File: src/rtl/gf16_reduce_seq.sv
// Sequential GF(2^16) reduction of a 31-bit carry-less product modulo x^16 + POLY.
// Folds STEP high coefficients per cycle behind valid/ready handshakes on both sides.
module gf16_reduce_seq #(
  parameter logic [15:0] POLY = 16'h002D,
  parameter int unsigned STEP = 1
) (
  input  logic        clk,
  input  logic        rst_n,
  input  logic        flush,
  input  logic        in_valid,
  output logic        in_ready,
  input  logic [30:0] in_prod,
  output logic        out_valid,
  input  logic        out_ready,
  output logic [15:0] out_res,
  output logic        busy
);

  localparam int unsigned NCYC      = (15 + STEP - 1) / STEP;
  localparam logic [30:0] POLY_FULL = {14'b0, 1'b1, POLY};

  typedef enum logic [1:0] {IDLE, RUN, DONE} state_t;

  state_t      state, state_nxt;
  logic [30:0] r, r_fold;
  logic [4:0]  idx;
  logic [3:0]  cnt;

  // Chained fold of bits idx down to idx-STEP+1; bits below x^16 are left alone.
  always_comb begin
    int i;
    i      = 0;
    r_fold = r;
    for (int unsigned s = 0; s < STEP; s++) begin
      i = int'(idx) - int'(s);
      if (i >= 16) begin
        if (r_fold[i[4:0]]) r_fold = r_fold ^ (POLY_FULL << (i - 16));
      end
    end
  end

  always_ff @(posedge clk or negedge rst_n) begin
    if (!rst_n) state <= IDLE;
    else        state <= state_nxt;
  end

  always_comb begin
    state_nxt = state;
    if (flush) begin
      state_nxt = IDLE;
    end else begin
      case (state)
        IDLE:    if (in_valid) state_nxt = RUN;
        RUN:     if (cnt == '0) state_nxt = DONE;
        DONE:    if (out_ready) state_nxt = IDLE;
        default: state_nxt = IDLE;
      endcase
    end
  end

  always_ff @(posedge clk or negedge rst_n) begin
    if (!rst_n) begin
      r       <= '0;
      idx     <= '0;
      cnt     <= '0;
      out_res <= '0;
    end else if (!flush) begin
      case (state)
        IDLE: begin
          if (in_valid) begin
            r   <= in_prod;
            idx <= 5'd30;
            cnt <= 4'(NCYC - 1);
          end
        end
        RUN: begin
          r   <= r_fold;
          idx <= idx - 5'(STEP);
          if (cnt == '0) out_res <= r_fold[15:0];
          else           cnt     <= cnt - 4'd1;
        end
        default: ;
      endcase
    end
  end

  assign in_ready  = (state == IDLE);
  assign out_valid = (state == DONE);
  assign busy      = (state != IDLE);

  a_reduced: assert property (@(posedge clk) disable iff (!rst_n)
    (state == DONE) |-> (r[30:16] == '0));

endmodule

File: config.mk
export PLATFORM = sky130hd
export DESIGN_NAME = gf16_reduce_seq
export DESIGN_NICKNAME = d
export VERILOG_FILES = /design/src/rtl/gf16_reduce_seq.sv
export SDC_FILE = /design/constraint.sdc
export NUM_CORES = 1
export LEC_CHECK = 0
export ABC_AREA = 1
export BUFFER_PORTS_ARGS = -buffer_cell sky130_fd_sc_hd__buf_2
export CORE_ASPECT_RATIO = 2
export CORE_MARGIN = 2
export CORE_UTILIZATION = 30
export DETAILED_ROUTE_END_ITERATION = 10
export HOLD_SLACK_MARGIN = 0.08
export SLEW_MARGIN = 30
export SYNTH_ARGS = -nofsm -noshare
export SYNTH_HDL_FRONTEND = slang
export SYNTH_SLANG_ARGS = --single-unit
File: constraint.sdc
create_clock -name clk -period 1.9 [get_ports clk]
set_input_delay 0.285 -clock clk [delete_from_list [all_inputs] [get_ports clk]]
set_output_delay 0.285 -clock clk [all_outputs]
set_load 0.02 [all_outputs]
==> results of run 1 <==
-- worst register-to-register path, delay by kind of cell, from the launching register on --
kind	cells	cell delay, ps
AO/OA/AOI/OAI	1	40
flip-flops	1	390
buffers and inverters	2	500
AND/OR/NAND/NOR	10	820
-- flip-flops by register name, indices dropped and copies added, names as in the netlist --
| signal | cells |
|---|---|
| cnt | 4 |
| idx | 5 |
| out_res | 16 |
| r | 31 |
| state | 2 |
-- cells by family after synthesis --
| kind of cell | synth area share (%) |
|---|---|
| buffers and inverters | 8.51 |
| XOR/XNOR | 6.05 |
| AO/OA/AOI/OAI | 5.64 |
| adder cells (fa/ha/maj) | 0.925 |
| flip-flops | 35.8 |
| AND/OR/NAND/NOR | 43.1 |
-- area by class of cell --
| cell class | count | area [um2] |
|---|---|---|
| fill | 1460 | 8060 |
| multi-input combinational | 484 | 2470 |
| sequential | 58 | 1450 |
| timing repair buffer | 97 | 714 |
| clock buffer | 14 | 274 |
| tap | 155 | 194 |
| inverter | 47 | 186 |
| clock inverter | 2 | 10.0 |
-- metal layers --
layer	up-vias	global-route usage, %
li1	2103	-
met1	1926	17.7
met2	77	33.0
met3	34	2.79
met4	0	9.51
met5	-	0
-- worst paths after layout --
path | cells after the start | slack [ps] | end
hold / removal | 2 | 120 | state[1]$_DFFE_PN0P_
max in group asynchronous | 3 | 1100 | r[30]$_DFFE_PN0P_
hold reg to reg | 2 | 470 | out_res[5]$_DFFE_PN0P_
min in group asynchronous | 3 | 480 | out_res[1]$_DFFE_PN0P_
setup reg to reg | 13 | 30 | r[9]$_DFFE_PN0P_
setup / recovery | 13 | 30 | r[9]$_DFFE_PN0P_
-- through the flow --
step	instances	cell area (um2)	setup WS (ps)	util [%]	hold WS, ps
after floorplan	619	4060	99.1	-	-10.6
after global placement	834	4670	19.6	35.0	318
after detailed placement	834	4670	31.7	35.0	324
after CTS	851	4970	2.51	37.2	115
after global routing	857	5300	-127	39.7	123
final	857	5300	25.7	39.7	116
-- repair_timing --
item	CTS	global route
endpoints found under the hold margin	58	0
buffers inserted	0	4
setup endpoints to repair	0	49
hold buffers	1	0
resized for setup	0	70
-- power by group --
| group | internal, mW | switching, mW |
|---|---|---|
| Sequential | 1.52 | 0.277 |
| Clock | 0.984 | 0.566 |
| Combinational | 1.14 | 1.76 |
| Total | 3.65 | 2.61 |
-- synth_stat cells --
library cell	count
nor2_1	59
xor2_1	21
o22ai_1	1
nand2_4	1
a21oi_2	1
o21ai_1	4
inv_2	7
nor3_2	1
nor2_2	3
nand2_2	12
dfrtp_1	58
buf_1	3
buf_2	8
nand2_1	232
buf_4	5
o41ai_1	1
inv_1	40
buf_6	3
nand3b_1	1
nand4_1	5
nand3_2	1
nor3_1	4
o31ai_1	1
o21ai_0	28
clkbuf_2	1
or2_2	13
ha_1	3
a21oi_1	2
xnor2_1	7
clkbuf_1	11
o211ai_1	2
a31oi_1	2
nand3_1	78
==> flow_metrics.tcl, run 1 <==
set metrics [dict create \
    worst_pin_slew_ps 437 \
    setup_violations 0 \
    place_hpwl_mm 9.20 \
    numCtsBuffers 9 \
    fp-row-count 60 \
    worstPathCellList "inv_1 -> nor2_4 -> nand2_1 -> a21oi_1 -> nor2_1 -> nand2_2 -> nand2_2 -> nand2_4 -> clkbuf_16 -> nand3_2 -> nand3_1 -> nand2_1 -> nand2_1" \
    crit_path_frequent_cell "nand2_1" \
    cp_max_fo 8 \
    worstReg2RegStart "idx[2]$_DFFE_PN0P_" \
    finalCritPeriodShare_pct 98.6 \
    dr_wl_met3_um 350 \
    grt_pass1_vias 4127 \
    slowest_stage "dfrtp_1" \
    grt_first_pass_wirelength_mm 20.0 \
    drt_first_pass_iters 4 \
    hold_class "input pin to register" \
    powerDensity_nw_per_um2 1180 \
    antenna_found_initial 0 \
    drtIter0Drc 197 \
    clock_skew_ps 9.37 \
    max_stage_delay_ps 390 \
    crit_buf_inv 2 \
    dr.max_layer_used "met4" \
    status "complete, no violations" \
    coreArea_um2 13400 \
    cp.arrival_ps 2110 \
    ys_ff_latch 58 \
    avgSynthCellArea_um2 6.55 \
    power_leakage_nw 2.85 \
    final_cell_mix "nand2_1 (222), nand3_1 (62), dfrtp_1 (57)" \
    wl_met2_mm 7.07 \
    cts.path.max_buffers 2 \
    wl_met1_mm 4.53 \
    htreeDepth 3 \
    drive_above_1_share_pct 26.4 \
    syn_area_um2 4060 \
    place.gp.congestion 0.938 \
    period_needed_ps 1870 \
    drc 0 \
    power_mw 6.26 \
    path_clk_slew_ps 50 \
    overflow 0 \
    pin_count 55 \
    start_kind "register" \
    synthCells 619 \
    synth_top_cell_by_area "dfrtp_1" \
    final_nets 736 \
    seq_area_frac_synth_pct 35.8 \
    dieArea_um2 14500 \
    initial_core_util_pct 30.4 \
    ant_nets 0 \
    routed_wl_mm 12.5 \
    path_class "register to register" \
    slew_viol_final 0 \
    ys_warn_count 0 \
    cp-end-kind "register" \
    hp-start "out_ready" \
    synth_top_area_share_pct 35.8 \
    tns_ps 0 \
    routed_via_density 4.83 \
    final-hold-violation-count 0 \
    fmax_mhz 534 \
    area_growth_pct 30.7 \
    ir_drop_uv 570 \
    ys_types 33 \
    grt_max_degree 59 \
    max-cap-violations 0 \
    fp.dieH_um 168 \
    critPathTopFamily "simple AND/OR/NAND/NOR gates" \
    netlist_top_cells_area "dfrtp_1 (36%), nand2_1 (21%), nand3_1 (9.6%), nor2_1 (5.5%), xor2_1 (4.5%)" \
    crit_required_ps 2130 \
    startpoint "idx[2]$_DFFE_PN0P_" \
    cts_tree "done" \
    cts.sinks 58 \
    antenna_cells 0 \
    final_common_cell "nand2_1" \
    synthesis.nets 658 \
    grt_usage_pct 17.5 \
    vias 4140 \
    clk_latency_ps 340 \
    rsz0062_at_grt "true" \
    placement.io_buffers 54 \
    slew_headroom_pct 70.9 \
    wl_per_cell_um 14.5 \
    fp.dieW_um 86.2 \
    cts-root-buf "clkbuf_16" \
]
(Power assumes the default switching activity.)
==> inputs of run 2 (changes only) <==
--- a/config.mk
+++ b/config.mk
@@ -6,11 +6,11 @@
 export NUM_CORES = 1
 export LEC_CHECK = 0
 export ABC_AREA = 1
-export BUFFER_PORTS_ARGS = -buffer_cell sky130_fd_sc_hd__buf_2
 export CORE_ASPECT_RATIO = 2
 export CORE_MARGIN = 2
 export CORE_UTILIZATION = 30
 export DETAILED_ROUTE_END_ITERATION = 10
+export DONT_BUFFER_PORTS = 1
 export HOLD_SLACK_MARGIN = 0.08
 export SLEW_MARGIN = 30
 export SYNTH_ARGS = -nofsm -noshare
==> run 2 against run 1 <==
  * Clock-buffer cell count stayed put
  * Cell count is 5.5% lower
  * Critical path depth is 1 higher
  * Sequential share of layout area is 0.80 points lower
  * Via count is 1.8% lower
  * Flip-flop and latch count stayed put
  * Worst setup slack worse by 18 ps
  * Largest cell class unchanged
  * Highest routed layer unchanged
==> flow_metrics.tcl, run 2 (synthesized netlist as in run 1, its figures left out) <==
set metrics [dict create \
    rsz0062_at_grt "true" \
    initial_core_util_pct 30.4 \
    path_class "register to register" \
    worst_pin_slew_ps 394 \
    finalCritPeriodShare_pct 99.6 \
    drtIter0Drc 156 \
    grt.met1_usage_pct 17.6 \
    routed_via_density 5.02 \
    power_leakage_nw 2.75 \
    area_growth_pct 34.6 \
    fmax_mhz 529 \
    regMostFlops "r" \
    max_stage_delay_ps 420 \
    grtUsageMet3_pct 2.99 \
    drt_first_pass_iters 4 \
    final_nets 689 \
    vias 4064 \
    final_common_cell "nand2_1" \
    cts.sinks 58 \
    rrSetupSlack_ps 8 \
    cts.path.max_buffers 2 \
    placement.io_buffers 0 \
    crit_path_frequent_cell "nand2_2" \
    final-hold-violation-count 0 \
    grt_pass1_vias 3997 \
    fillers 1345 \
    cts-root-buf "clkbuf_16" \
    grt-busiest-layer "met2" \
    clock_skew_ps 8.50 \
    cp-end-kind "register" \
    max-cap-violations 0 \
    final_cell_mix "nand2_1 (200), dfrtp_1 (57), nor2_1 (53)" \
    routed_wl_mm 13.1 \
    final.setup.worst_slack_ps 7.86 \
    cts_tree "done" \
    path_clk_slew_ps 50 \
    worstReg2RegStart "idx[0]$_DFFE_PN0P_" \
    drc 0 \
    seq_area_um2 1450 \
    antenna_cells 0 \
    ant_nets 0 \
    fp.dieH_um 168 \
    pin_count 55 \
    fin_cells 810 \
    r2r_end "r[4]$_DFFE_PN0P_" \
    hold_path_end "out_res[2]$_DFFE_PN0P_" \
    ir_drop_uv 556 \
    setup_violations 0 \
    coreArea_um2 13400 \
    multiInputGateArea_um2 2740 \
    grt_first_pass_wirelength_mm 19.8 \
    htreeDepth 3 \
    cp.arrival_ps 2110 \
    drive_above_1_share_pct 27.0 \
    grt_use_met2_pct 32.6 \
    slew_headroom_pct 73.6 \
    clk_latency_ps 330 \
    slowest_stage "dfrtp_1" \
    wl_per_cell_um 16.2 \
    crit_required_ps 2120 \
    antenna_found_initial 0 \
    hp-start "flush" \
    numCtsBuffers 9 \
    dp_slack_ps 51.8 \
    slew_viol_final 0 \
    powerDensity_nw_per_um2 1300 \
    reg.largest.list "r (31), out_res (16), idx (5)" \
    status "complete, no violations" \
    worstPathCellList "inv_2 -> buf_12 -> nand2_2 -> nand3_2 -> nand2_2 -> nand2_2 -> nand3_4 -> nand2_4 -> nand2_8 -> clkbuf_16 -> nand3_4 -> nand3_1 -> nand2_1 -> nand2_1" \
    tns_ps 0 \
    grt_usage_pct 17.5 \
    cp_max_fo 7 \
    fp-row-count 60 \
    min_path_cells 3 \
    largest_register_ffs 31 \
    place.gp.congestion 0.980 \
    dieArea_um2 14500 \
    grt_max_degree 59 \
    overflow 0 \
    place_hpwl_mm 9.28 \
    period_needed_ps 1890 \
    dp_cells 783 \
    fp.dieW_um 86.2 \
    reg2reg_depth 14 \
    hold_class "input pin to register" \
    start_kind "register" \
]
==> run 2: cell count changes in the layout (fill, tap and decap cells not counted), moves of 4 or more <==
cell | before | now
buf_2 | 54 | 0
nand3_2 | 13 | 18
clkbuf_16 | 10 | 14
nand2_1 | 222 | 200
nand3_1 | 62 | 47
nand2_2 | 18 | 33
o21ai_1 | 10 | 18
nand2_4 | 5 | 9
o21ai_0 | 22 | 11
nand3_4 | 4 | 14
==> run 2: per-stage QoR <==
step	hold slack (ps)	instance area, um2	utilization (%)	power, mW
after floorplan	-10.6	4060	-	3.65
after global placement	-9.65	4450	33.3	4.31
after detailed placement	-9.51	4450	33.3	4.31
after CTS	147	4790	35.9	5.93
after global routing	159	5460	40.9	7.57
final	153	5460	40.9	7.09
==> run 2: what timing repair did <==
item,in CTS,in global routing
endpoints found under the setup margin,0,50
gates resized for setup,0,138
buffers inserted,0,1
hold buffers,4,0
hold endpoints to repair,59,0
==> run 2: per-layer routing <==
layer,routed length [um],share of wire (%),up-vias
li1,-,-,2014
met1,4590,35,1902
met2,7390,56,99
met3,390,3.0,49
met4,733,5.6,0
met5,0,0,-
==> run 2: power breakdown <==
part           leakage [nW]  internal [mW]  switching [mW]  total, mW
sequential            0.723           1.52           0.332       1.86
clock                 0.143          0.985           0.572       1.56
combinational          1.88           1.55            2.12       3.68
total                  2.75           4.06            3.03       7.09
==> run 2: area by class of cell <==
type	count	share of cell area, %
clock buffer	14	5.02
clock inverter	2	0.183
inverter	47	3.37
multi-input combinational	484	50.2
sequential	58	26.6
tap	155	3.55
timing repair buffer	50	11.1
==> run 2: critical path, delay by kind of cell, from the launching register on <==
family                 cells  cell delay [ps]
buffers and inverters      3              510
flip-flops                 1              420
AND/OR/NAND/NOR           11              820
==> run 2: worst max path at each step <==
stage | from | depth (start not counted) | to
floorplan | state[1]$_DFFE_PN0P_ | 10 | r[18]$_DFFE_PN0P_
global placement | idx[0]$_DFFE_PN0P_ | 15 | out_res[9]$_DFFE_PN0P_
detailed placement | idx[0]$_DFFE_PN0P_ | 15 | out_res[8]$_DFFE_PN0P_
CTS | idx[0]$_DFFE_PN0P_ | 15 | out_res[10]$_DFFE_PN0P_
global route | idx[0]$_DFFE_PN0P_ | 15 | r[7]$_DFFE_PN0P_
finish | idx[0]$_DFFE_PN0P_ | 14 | r[4]$_DFFE_PN0P_
